$ cat config.mk
export PLATFORM = sky130hd
export DESIGN_NAME = mutative_tree_plru
export DESIGN_NICKNAME = d
export VERILOG_FILES = /design/src/rtl/mutative_tree_plru.sv
export SDC_FILE = /design/constraint.sdc
export NUM_CORES = 1
export LEC_CHECK = 0
export ABC_AREA = 1
export CORE_MARGIN = 1.5
export CORE_UTILIZATION = 50
export CTS_CLUSTER_DIAMETER = 40
export DETAILED_ROUTE_END_ITERATION = 16
export PLACE_DENSITY = 0.73
export SETUP_SLACK_MARGIN = 0.3
export SYNTH_ARGS = -nofsm -noshare
export SYNTH_HDL_FRONTEND = slang
export SYNTH_SLANG_ARGS = --single-unit
$ cat constraint.sdc
create_clock -name clk -period 3.55 [get_ports clk]
set_input_delay 0.355 -clock clk [delete_from_list [all_inputs] [get_ports clk]]
set_output_delay 0.355 -clock clk [all_outputs]
set_load 0.05 [all_outputs]
$ cat src/rtl/mutative_tree_plru.sv
// mutative_tree_plru
// Tree-PLRU replacement state for a cache whose associativity can be changed
// at run time. One (WAYS-1)-bit tree vector is kept per set; the WAYS ways are
// split into groups of 2^assoc_lg ways and the victim is chosen inside the
// group picked by group_sel. Every associativity change (and reset) clears all
// tree state with a one-set-per-cycle sweep, so the storage needs only a single
// write port.
//
// Ports:
//   clk, rst                 clock, synchronous active-high reset
//   access_valid/_set/_way   hit or fill completed; update PLRU path of that way
//   lookup_set, group_sel    victim query (group_sel low bits select the group)
//   victim_way, victim_onehot  combinational victim and its way write enables
//   mode_req, mode_lg        associativity change request (held until mode_ack)
//   mode_ack                 one-cycle pulse when the change has completed
//   assoc_lg                 current log2 associativity
//   busy                     clear sweep in progress
module mutative_tree_plru #(
  parameter int WAYS         = 8,
  parameter int SETS         = 16,
  parameter int WAY_IDX_BITS = $clog2(WAYS),
  parameter int SET_IDX_BITS = $clog2(SETS),
  parameter int LG_BITS      = $clog2(WAY_IDX_BITS + 1)
) (
  input  logic                    clk,
  input  logic                    rst,
  input  logic                    access_valid,
  input  logic [SET_IDX_BITS-1:0] access_set,
  input  logic [WAY_IDX_BITS-1:0] access_way,
  input  logic [SET_IDX_BITS-1:0] lookup_set,
  input  logic [WAY_IDX_BITS-1:0] group_sel,
  output logic [WAY_IDX_BITS-1:0] victim_way,
  output logic [WAYS-1:0]         victim_onehot,
  input  logic                    mode_req,
  input  logic [LG_BITS-1:0]      mode_lg,
  output logic                    mode_ack,
  output logic [LG_BITS-1:0]      assoc_lg,
  output logic                    busy
);

  localparam int W = WAY_IDX_BITS;
  localparam logic [LG_BITS-1:0]      FULL_LG   = LG_BITS'(W);
  localparam logic [SET_IDX_BITS-1:0] LAST_SET  = SET_IDX_BITS'(SETS - 1);
  localparam logic [W-1:0]            WAY_MASK  = W'(WAYS - 1);
  localparam logic [W:0]              ROOT_BASE = (W + 1)'(WAYS);

  typedef enum logic {IDLE, CLEAR} state_t;

  state_t                  state_reg, state_next;
  logic [SET_IDX_BITS-1:0] clr_cnt_reg, clr_cnt_next;
  logic [LG_BITS-1:0]      assoc_lg_reg, assoc_lg_next;
  logic                    mode_ack_reg, mode_ack_next;
  // Set when the running sweep was started by a mode change (not by reset).
  logic                    ack_pending_reg, ack_pending_next;

  // Heap-indexed node bits 1..WAYS-1 per set.
  logic [WAYS-1:1] plru_mem [SETS];

  logic                    wr_en;
  logic [SET_IDX_BITS-1:0] wr_addr;
  logic [WAYS-1:1]         wr_data;
  logic [LG_BITS-1:0]      mode_clamped;

  // ---------------------------------------------------------------------
  // Access update: node on level gi of the path to access_way is
  // 2^gi + (top gi bits of access_way); it is pointed away from the way.
  // ---------------------------------------------------------------------
  logic [W-1:0] path_node [W];
  logic         path_bit  [W];

  generate
    for (genvar gi = 0; gi < W; gi++) begin : g_path
      assign path_node[gi] = W'(1 << gi) | W'(access_way >> (W - gi));
      assign path_bit[gi]  = ~access_way[W-1-gi];
    end
  endgenerate

  logic [WAYS-1:1] access_row;

  always_comb begin
    access_row = plru_mem[access_set];
    for (int l = 0; l < W; l++) begin
      access_row[path_node[l]] = path_bit[l];
    end
  end

  // ---------------------------------------------------------------------
  // Victim walk. victim_acc starts as the group index and shifts in one
  // node bit per level, so after d levels it equals (group << d) | path.
  // During a sweep the bits are forced to 0, giving the group base.
  // ---------------------------------------------------------------------
  logic [WAYS-1:1] lookup_row;
  logic [W-1:0]    group_low;
  logic [W-1:0]    walk_node;
  logic [W-1:0]    victim_acc;
  logic            walk_bit;

  always_comb begin
    lookup_row = plru_mem[lookup_set];
    group_low  = group_sel & (WAY_MASK >> assoc_lg_reg);
    // For d=0 the root wraps to 0 here, but no level is walked then.
    walk_node  = W'(ROOT_BASE >> assoc_lg_reg) | group_low;
    victim_acc = group_low;
    walk_bit   = 1'b0;
    for (int k = 0; k < W; k++) begin
      if (k < int'(assoc_lg_reg)) begin
        walk_bit   = (state_reg == CLEAR) ? 1'b0 : lookup_row[walk_node];
        walk_node  = W'({walk_node, walk_bit});
        victim_acc = W'({victim_acc, walk_bit});
      end
    end
  end

  assign victim_way    = victim_acc;
  assign victim_onehot = {{(WAYS-1){1'b0}}, 1'b1} << victim_acc;

  // ---------------------------------------------------------------------
  // Single write port: the sweep owns it in CLEAR, accesses own it in IDLE.
  // ---------------------------------------------------------------------
  always_comb begin
    wr_en   = 1'b0;
    wr_addr = access_set;
    wr_data = access_row;
    if (!rst) begin
      if (state_reg == CLEAR) begin
        wr_en   = 1'b1;
        wr_addr = clr_cnt_reg;
        wr_data = '0;
      end else if (access_valid) begin
        wr_en = 1'b1;
      end
    end
  end

  always_ff @(posedge clk) begin
    if (wr_en) begin
      plru_mem[wr_addr] <= wr_data;
    end
  end

  // ---------------------------------------------------------------------
  // Mode / sweep FSM
  // ---------------------------------------------------------------------
  assign mode_clamped = (mode_lg > FULL_LG) ? FULL_LG : mode_lg;

  always_comb begin
    state_next       = state_reg;
    clr_cnt_next     = clr_cnt_reg;
    assoc_lg_next    = assoc_lg_reg;
    mode_ack_next    = 1'b0;
    ack_pending_next = ack_pending_reg;
    case (state_reg)
      IDLE: begin
        // A request still high during the ack cycle is the old one.
        if (mode_req && !mode_ack_reg) begin
          state_next       = CLEAR;
          clr_cnt_next     = '0;
          assoc_lg_next    = mode_clamped;
          ack_pending_next = 1'b1;
        end
      end
      CLEAR: begin
        clr_cnt_next = clr_cnt_reg + 1'b1;
        if (clr_cnt_reg == LAST_SET) begin
          state_next       = IDLE;
          mode_ack_next    = ack_pending_reg;
          ack_pending_next = 1'b0;
        end
      end
      default: state_next = IDLE;
    endcase
  end

  always_ff @(posedge clk) begin
    if (rst) begin
      state_reg       <= CLEAR;
      clr_cnt_reg     <= '0;
      assoc_lg_reg    <= FULL_LG;
      mode_ack_reg    <= 1'b0;
      ack_pending_reg <= 1'b0;
    end else begin
      state_reg       <= state_next;
      clr_cnt_reg     <= clr_cnt_next;
      assoc_lg_reg    <= assoc_lg_next;
      mode_ack_reg    <= mode_ack_next;
      ack_pending_reg <= ack_pending_next;
    end
  end

  assign mode_ack = mode_ack_reg;
  assign assoc_lg = assoc_lg_reg;
  assign busy     = (state_reg == CLEAR);

endmodule
# Yosys cells after proc, flatten, opt, wreduce, memory -nomap -nowiden
# Memories as Yosys holds them, arrays and structs flattened.
# Cells that the tools add are included.
[word_totals] reg_bits=9 mem_bits_rw=112 input_bits=20 out_inout_bits=15 wordCells=76 mem_count=1
[memory_table] name="plru_mem" depth=16 width=7 read_ports=2 rd_clocked_by_memory_dff=0 write_ports=1 line_no="57" rtl="logic [WAYS-1:1] plru_mem [SETS];"
[op_classes] n_addsub=1 n_lt_le_gt_ge=11 n_eq_ne=3 shifts=3 mux=38 n_bitwise=7 reduce_logical=7
[op_table] cell="1-bit 2-to-1 mux" n=17
[op_table] cell="3-bit by 4-bit < comparator with 1-bit output (second input constant)" n=4
[op_table] cell="3-bit 2-to-1 mux" n=5
[op_table] cell="7-bit bitwise mux" n=2
[op_table] cell="7-bit 2-to-1 mux" n=2
[op_table] cell="4-bit 2-to-1 mux" n=3
[op_table] cell="1-bit binary-select mux with 3-bit select" n=3
[op_table] cell="4-bit one-hot mux with 2 select lines" n=1
[op_table] cell="1-bit by 3-bit << shifter with 8-bit output (first input constant)" n=1
[op_table] cell="1-bit inverter" n=5
[op_table] cell="4-bit by 1-bit adder with 4-bit output (second input constant)" n=1
[op_table] cell="4-bit equality test (second input constant)" n=1
[op_table] cell="1-bit by 2-bit < comparator with 1-bit output (first input constant)" n=2
[op_table] cell="2-bit by 4-bit < comparator with 1-bit output (second input constant)" n=1
[op_table] cell="1-bit one-hot mux with 2 select lines" n=2
[op_table] cell="2-bit AND reduction" n=2
[op_table] cell="4-bit by 2-bit right shift with 3-bit output (first input constant)" n=1
[op_table] cell="3-bit bitwise AND" n=1
[op_table] cell="3-bit by 1-bit >= comparator with 1-bit output (second input constant)" n=1
[op_table] cell="1-bit logical AND" n=3
[op_table] cell="3-bit OR" n=1
[op_table] cell="3-bit OR reduction" n=1
[op_table] cell="3-bit by 2-bit right shift with 3-bit output (first input constant)" n=1
[op_table] cell="1-bit demux with 2-bit select" n=1
[op_table] cell="8 further kinds" n=8

# Longest topological paths before layout
[logic_depth] word_depth=16 ltp_mapped=26 ltp_nobuf=24

# Least setup slack after synthesis
# OpenSTA, ideal clock, no wires.
[synth_path] path_type="register -> output" start="register assoc_lg_reg[1] (netlist: assoc_lg[1])" end="output port victim_onehot[4]" t_arrival_ns=3.525 t_required_ns=3.195 setup_slack_ns=-0.330 stages_incl_launch_ff=12 path_buffers=0 cell_sequence="dfxtp_1 nand2_2 inv_1 a21oi_1 or2_0 a21oi_1 nor2_2 nand2_2 nand3_4 a21oi_1 inv_1 nor2_1"
[synth_between] elab_cells_between_ends=22 classes_between="order compare (3); shift (3); mux (14); bitwise (2)"
[synth_rtl] item="start, declared" line_no="51" rtl="logic [LG_BITS-1:0] assoc_lg_reg, assoc_lg_next;"
[synth_rtl] item="start signal, assigned" line_no="184" rtl="assoc_lg_reg <= assoc_lg_next;"
[synth_rtl] item="3-bit by 2-bit right shift with 3-bit output" line_no="100" rtl="group_low = group_sel & (WAY_MASK >> assoc_lg_reg);"
[synth_rtl] item="3-bit bitwise AND" line_no="100"
[synth_rtl] item="3-bit OR" line_no="102" rtl="walk_node = W'(ROOT_BASE >> assoc_lg_reg) | group_low;"
[synth_rtl] item="1-bit binary-select mux with 3-bit select" line_no="107" rtl="walk_bit = (state_reg == CLEAR) ? 1'b0 : lookup_row[walk_node];"
[synth_rtl] item="1-bit 2-to-1 mux (not written as such)" line_no="107"
[synth_rtl] item="1-bit 2-to-1 mux" line_no="107"
[synth_rtl] item="3-bit 2-to-1 mux (2 in a row)" line_no="106" rtl="if (k < int'(assoc_lg_reg)) begin"
[synth_rtl] item="3-bit 2-to-1 mux (*)" line_no="106"
[synth_rtl] item="via victim_way[2]" line_no="32" rtl="output logic [WAY_IDX_BITS-1:0] victim_way,"
[synth_rtl] item="1-bit by 3-bit << shifter with 8-bit output (*)" line_no="115" rtl="assign victim_onehot = {{(WAYS-1){1'b0}}, 1'b1} << victim_acc;"
[synth_rtl] item="end, declared" line_no="33" rtl="output logic [WAYS-1:0] victim_onehot,"
# Mark *: on every way through the listed nets, which the timed path passes. The rest lies on a longest branch. The select of a mux whose other input is x is not followed.

# Worst setup path in the final report
[layout_path] start="input port lookup_set[0]" end="output port victim_onehot[5]"
[layout_between] elab_chain_len=14 elab_cells_between_ends=16 classes_between="shift (1); mux (14); memory (1)"
[layout_rtl] item="start, declared" line_no="30" rtl="input logic [SET_IDX_BITS-1:0] lookup_set,"
[layout_rtl] item="memory read 16 x 7 bit (*)"
[layout_rtl] item="1-bit binary-select mux with 3-bit select" line_no="107"
[layout_rtl] item="1-bit 2-to-1 mux (not written as such)" line_no="107"
[layout_rtl] item="1-bit 2-to-1 mux" line_no="107"
[layout_rtl] item="3-bit 2-to-1 mux" line_no="106"
[layout_rtl] item="1-bit binary-select mux with 3-bit select" line_no="107"
[layout_rtl] item="1-bit 2-to-1 mux (not written as such)" line_no="107"
[layout_rtl] item="1-bit 2-to-1 mux" line_no="107"
[layout_rtl] item="3-bit 2-to-1 mux" line_no="106"
[layout_rtl] item="1-bit binary-select mux with 3-bit select" line_no="107"
[layout_rtl] item="1-bit 2-to-1 mux (not written as such)" line_no="107"
[layout_rtl] item="1-bit 2-to-1 mux" line_no="107"
[layout_rtl] item="3-bit 2-to-1 mux (*)" line_no="106"
[layout_rtl] item="1-bit by 3-bit << shifter with 8-bit output (*)" line_no="115"
# Every way passes the cells marked *; elsewhere a longest branch is shown, timed or not. The select of a mux whose other input is x is not followed.

==> results.toml <==
[placement]
portBuffers = 34
gp_congestion = 1.02
placed_area_sq_um = 7420
hpwl_um = 13100
placed_cells = 996

[logic_synthesis]
synth_edf_count = 112
avgSynthCellArea_sq_um = 8.35
synth_top_cell_area_share_pct = 50.7
synth_nets = 815
synth_flop_cell = "edfxtp_1"
synth.largest_area_cell = "edfxtp_1"
synth_cell_types = 37
synth_seq_cells = 121
async_reset_ff_share_pct = 0
syn_inst = 794
synthesis.area_sq_um = 6630
synth-seq-area-share_pct = 53.4
ys_top_cells_by_area = "edfxtp_1 (51%), nand2_1 (9.2%), nand3_1 (7.4%)"
synth_warnings = 0

[sta]
fin_setup_tns_ns = 0
fin_crit_sh_pct = 94.5
maxSlewViolCount = 0
tightest_slew_ns = 1.26
whs_ns = 0.448
worst_clock_skew_ns = 0.00707
setup_viol = 0
slew_headroom_pct = 15.4
hold_viol = 0
min_period_ns = 3.36
fmax_ghz = 0.298
rsz0062_at_grt = "yes"

[layout]
antennaDiodeCount = 0
fill_cells = 1012
fin_nets = 874
multi_input_area_sq_um = 2660
largest_register_ffs = 112
design_area_sq_um = 8360
seqCellArea_sq_um = 3550
final_cell_count_no_fill = 1038
area_growth_pct = 26.1
drive_gt1_share_pct = 18.0

[worst_setup_path]
endpoint_kind = "output pin"
worstSetupPathType = "input port to output pin"
crit_required_ns = 3.19
critical_path.slowest_cell = "buf_4"
cpPeakStageDelay_ns = 0.17
cp.arrival_ns = 3.00
startpoint_type = "input port"
worst_path_most_repeated_cell = "nand2_2"
crit_fanout = 12

[clock_network]
clockBufferDepth = 2
path_clk_slew_ns = 0.06
cts_tree = "built"
cts_hold_buf = 0
htree_levels = 4
cts-buffers-inserted = 17
clock_latency_ns = 0.43
clock_sinks = 121
cts_root_buffer = "clkbuf_16"

[routing]
drtAntennaViolNets = 0
totalWireLength_um = 20400
dr.pass1.iters = 6
num_vias = 6124
post_drt_via_cell_ratio = 5.90
wl_per_cell_um = 19.7
drc = 0
first_iter_violations = 939

[die]
core-area_sq_um = 12800
die_y_um = 118
die_w_um = 118
num_io_pins = 35
die-area_sq_um = 14000
start_util_pct = 51.9
fp-row-count = 41

[run_status]
status = "finished, final reports clean"

[global_route]
grt_max_degree = 46
grt_pass1_vias = 5882
grt_overflow = 0
antenna_found_initial = 0
grt_pass1_wl_um = 31600
grt_use_total_pct = 29.6

[power]
p_leak_nw = 3.45
total_power_mw = 3.72
irDropWorstVdd_mv = 0.366
powerDensity_nw_per_um2 = 445

[worst_hold_path]
min_path_type = "register to register"

[run]
drv_cap = 0
==> synthesized netlist by cell type, types with 2 or more instances <==
cell / instances
buf_6: 9
nand3_1: 98
nand2_1: 163
dfxtp_1: 9
nor2_1: 81
a221o_1: 2
o22ai_1: 2
o21ai_0: 89
buf_4: 5
a211oi_1: 2
a31oi_1: 3
o211ai_1: 11
nor3_1: 2
clkbuf_1: 19
edfxtp_1: 112
a21oi_1: 46
buf_2: 6
nand2_2: 4
inv_1: 106
o21ai_1: 6
nor2_2: 2
inv_2: 2
==> final timing paths <==
check,endpoint,start,slack [ns],depth (start not counted)
worst max-delay path,victim_onehot[5],lookup_set[0],0.19,25
worst min-delay path,mode_ack,ack_pending_reg,0.45,2
worst max register to register,plru_mem[7][6],busy,0.75,9
worst min register to register,mode_ack,ack_pending_reg,0.45,2
==> placed cells by master, fill, tap and decap left out, drive strengths merged <==
| master | n |
|---|---|
| a211oi | 2 |
| a21oi | 47 |
| a221o | 2 |
| a221oi | 1 |
| a311o | 1 |
| a31oi | 3 |
| a32o | 1 |
| buf | 55 |
| bufbuf | 3 |
| bufinv | 2 |
| clkbuf | 17 |
| clkdlybuf4s50 | 20 |
| clkinv | 5 |
| clkinvlp | 7 |
| dfxtp | 9 |
| dlygate4sd2 | 2 |
| edfxtp | 112 |
| ha | 1 |
| inv | 111 |
| nand2 | 168 |
| nand3 | 100 |
| nor2 | 83 |
| nor3 | 2 |
| o211ai | 11 |
| o21ai | 95 |
| o21bai | 1 |
| o221ai | 1 |
| o22ai | 2 |
| or2 | 2 |
==> repair_timing <==
action	CTS	global route
pin swaps	10	21
setup endpoints to repair	9	14
gates cloned	3	0
resized for setup	26	38
buffers inserted	4	3
hold endpoints to repair	0	0
==> layout make-up <==
type	count	share of cell area, %
sequential	121	42.4
multi-input combinational	523	31.9
timing repair buffer	80	11.2
clock buffer	17	5.09
inverter	110	5.03
tap	172	2.57
clock inverter	15	1.83
==> critical path: cells and delay by family <==
kind,cells,cell delay (ns)
simple gates,20,1.85
buf+inv,4,0.62
compound gates,1,0.15
==> power by group <==
group	total (mW)	internal, mW	switching [mW]
Sequential	1.61	1.60	0.0115
Clock	1.69	1.03	0.657
Combinational	0.423	0.142	0.281
Total	3.72	2.77	0.949
==> stage by stage <==
stage          setup WS [ns]  utilization, %
3_3_place_gp           0.124            58.1
5_1_grt               0.0440            65.5
6_report               0.193            65.5
4_1_cts                0.301            64.2
2_1_floorplan          0.307               -
3_5_place_dp          0.0187            58.1
==> kinds of logic after synthesis <==
kind of cell | share of synthesized area, %
AND/OR/NAND/NOR | 22.7
flip-flops | 53.4
AO/OA/AOI/OAI | 13.8
adder cells (fa/ha/maj) | 0.189
buffers and inverters | 9.94
==> per-layer routing <==
| metal | up-vias | track usage [%] | routed length (um) |
|---|---|---|---|
| met5 | - | 0 | 0 |
| met2 | 440 | 46.4 | 9390 |
| li1 | 2795 | - | - |
| met4 | 0 | 16.2 | 1070 |
| met3 | 100 | 6.90 | 2370 |
| met1 | 2789 | 38.0 | 7600 |
Note: power is estimated with default switching activity, not from simulation.
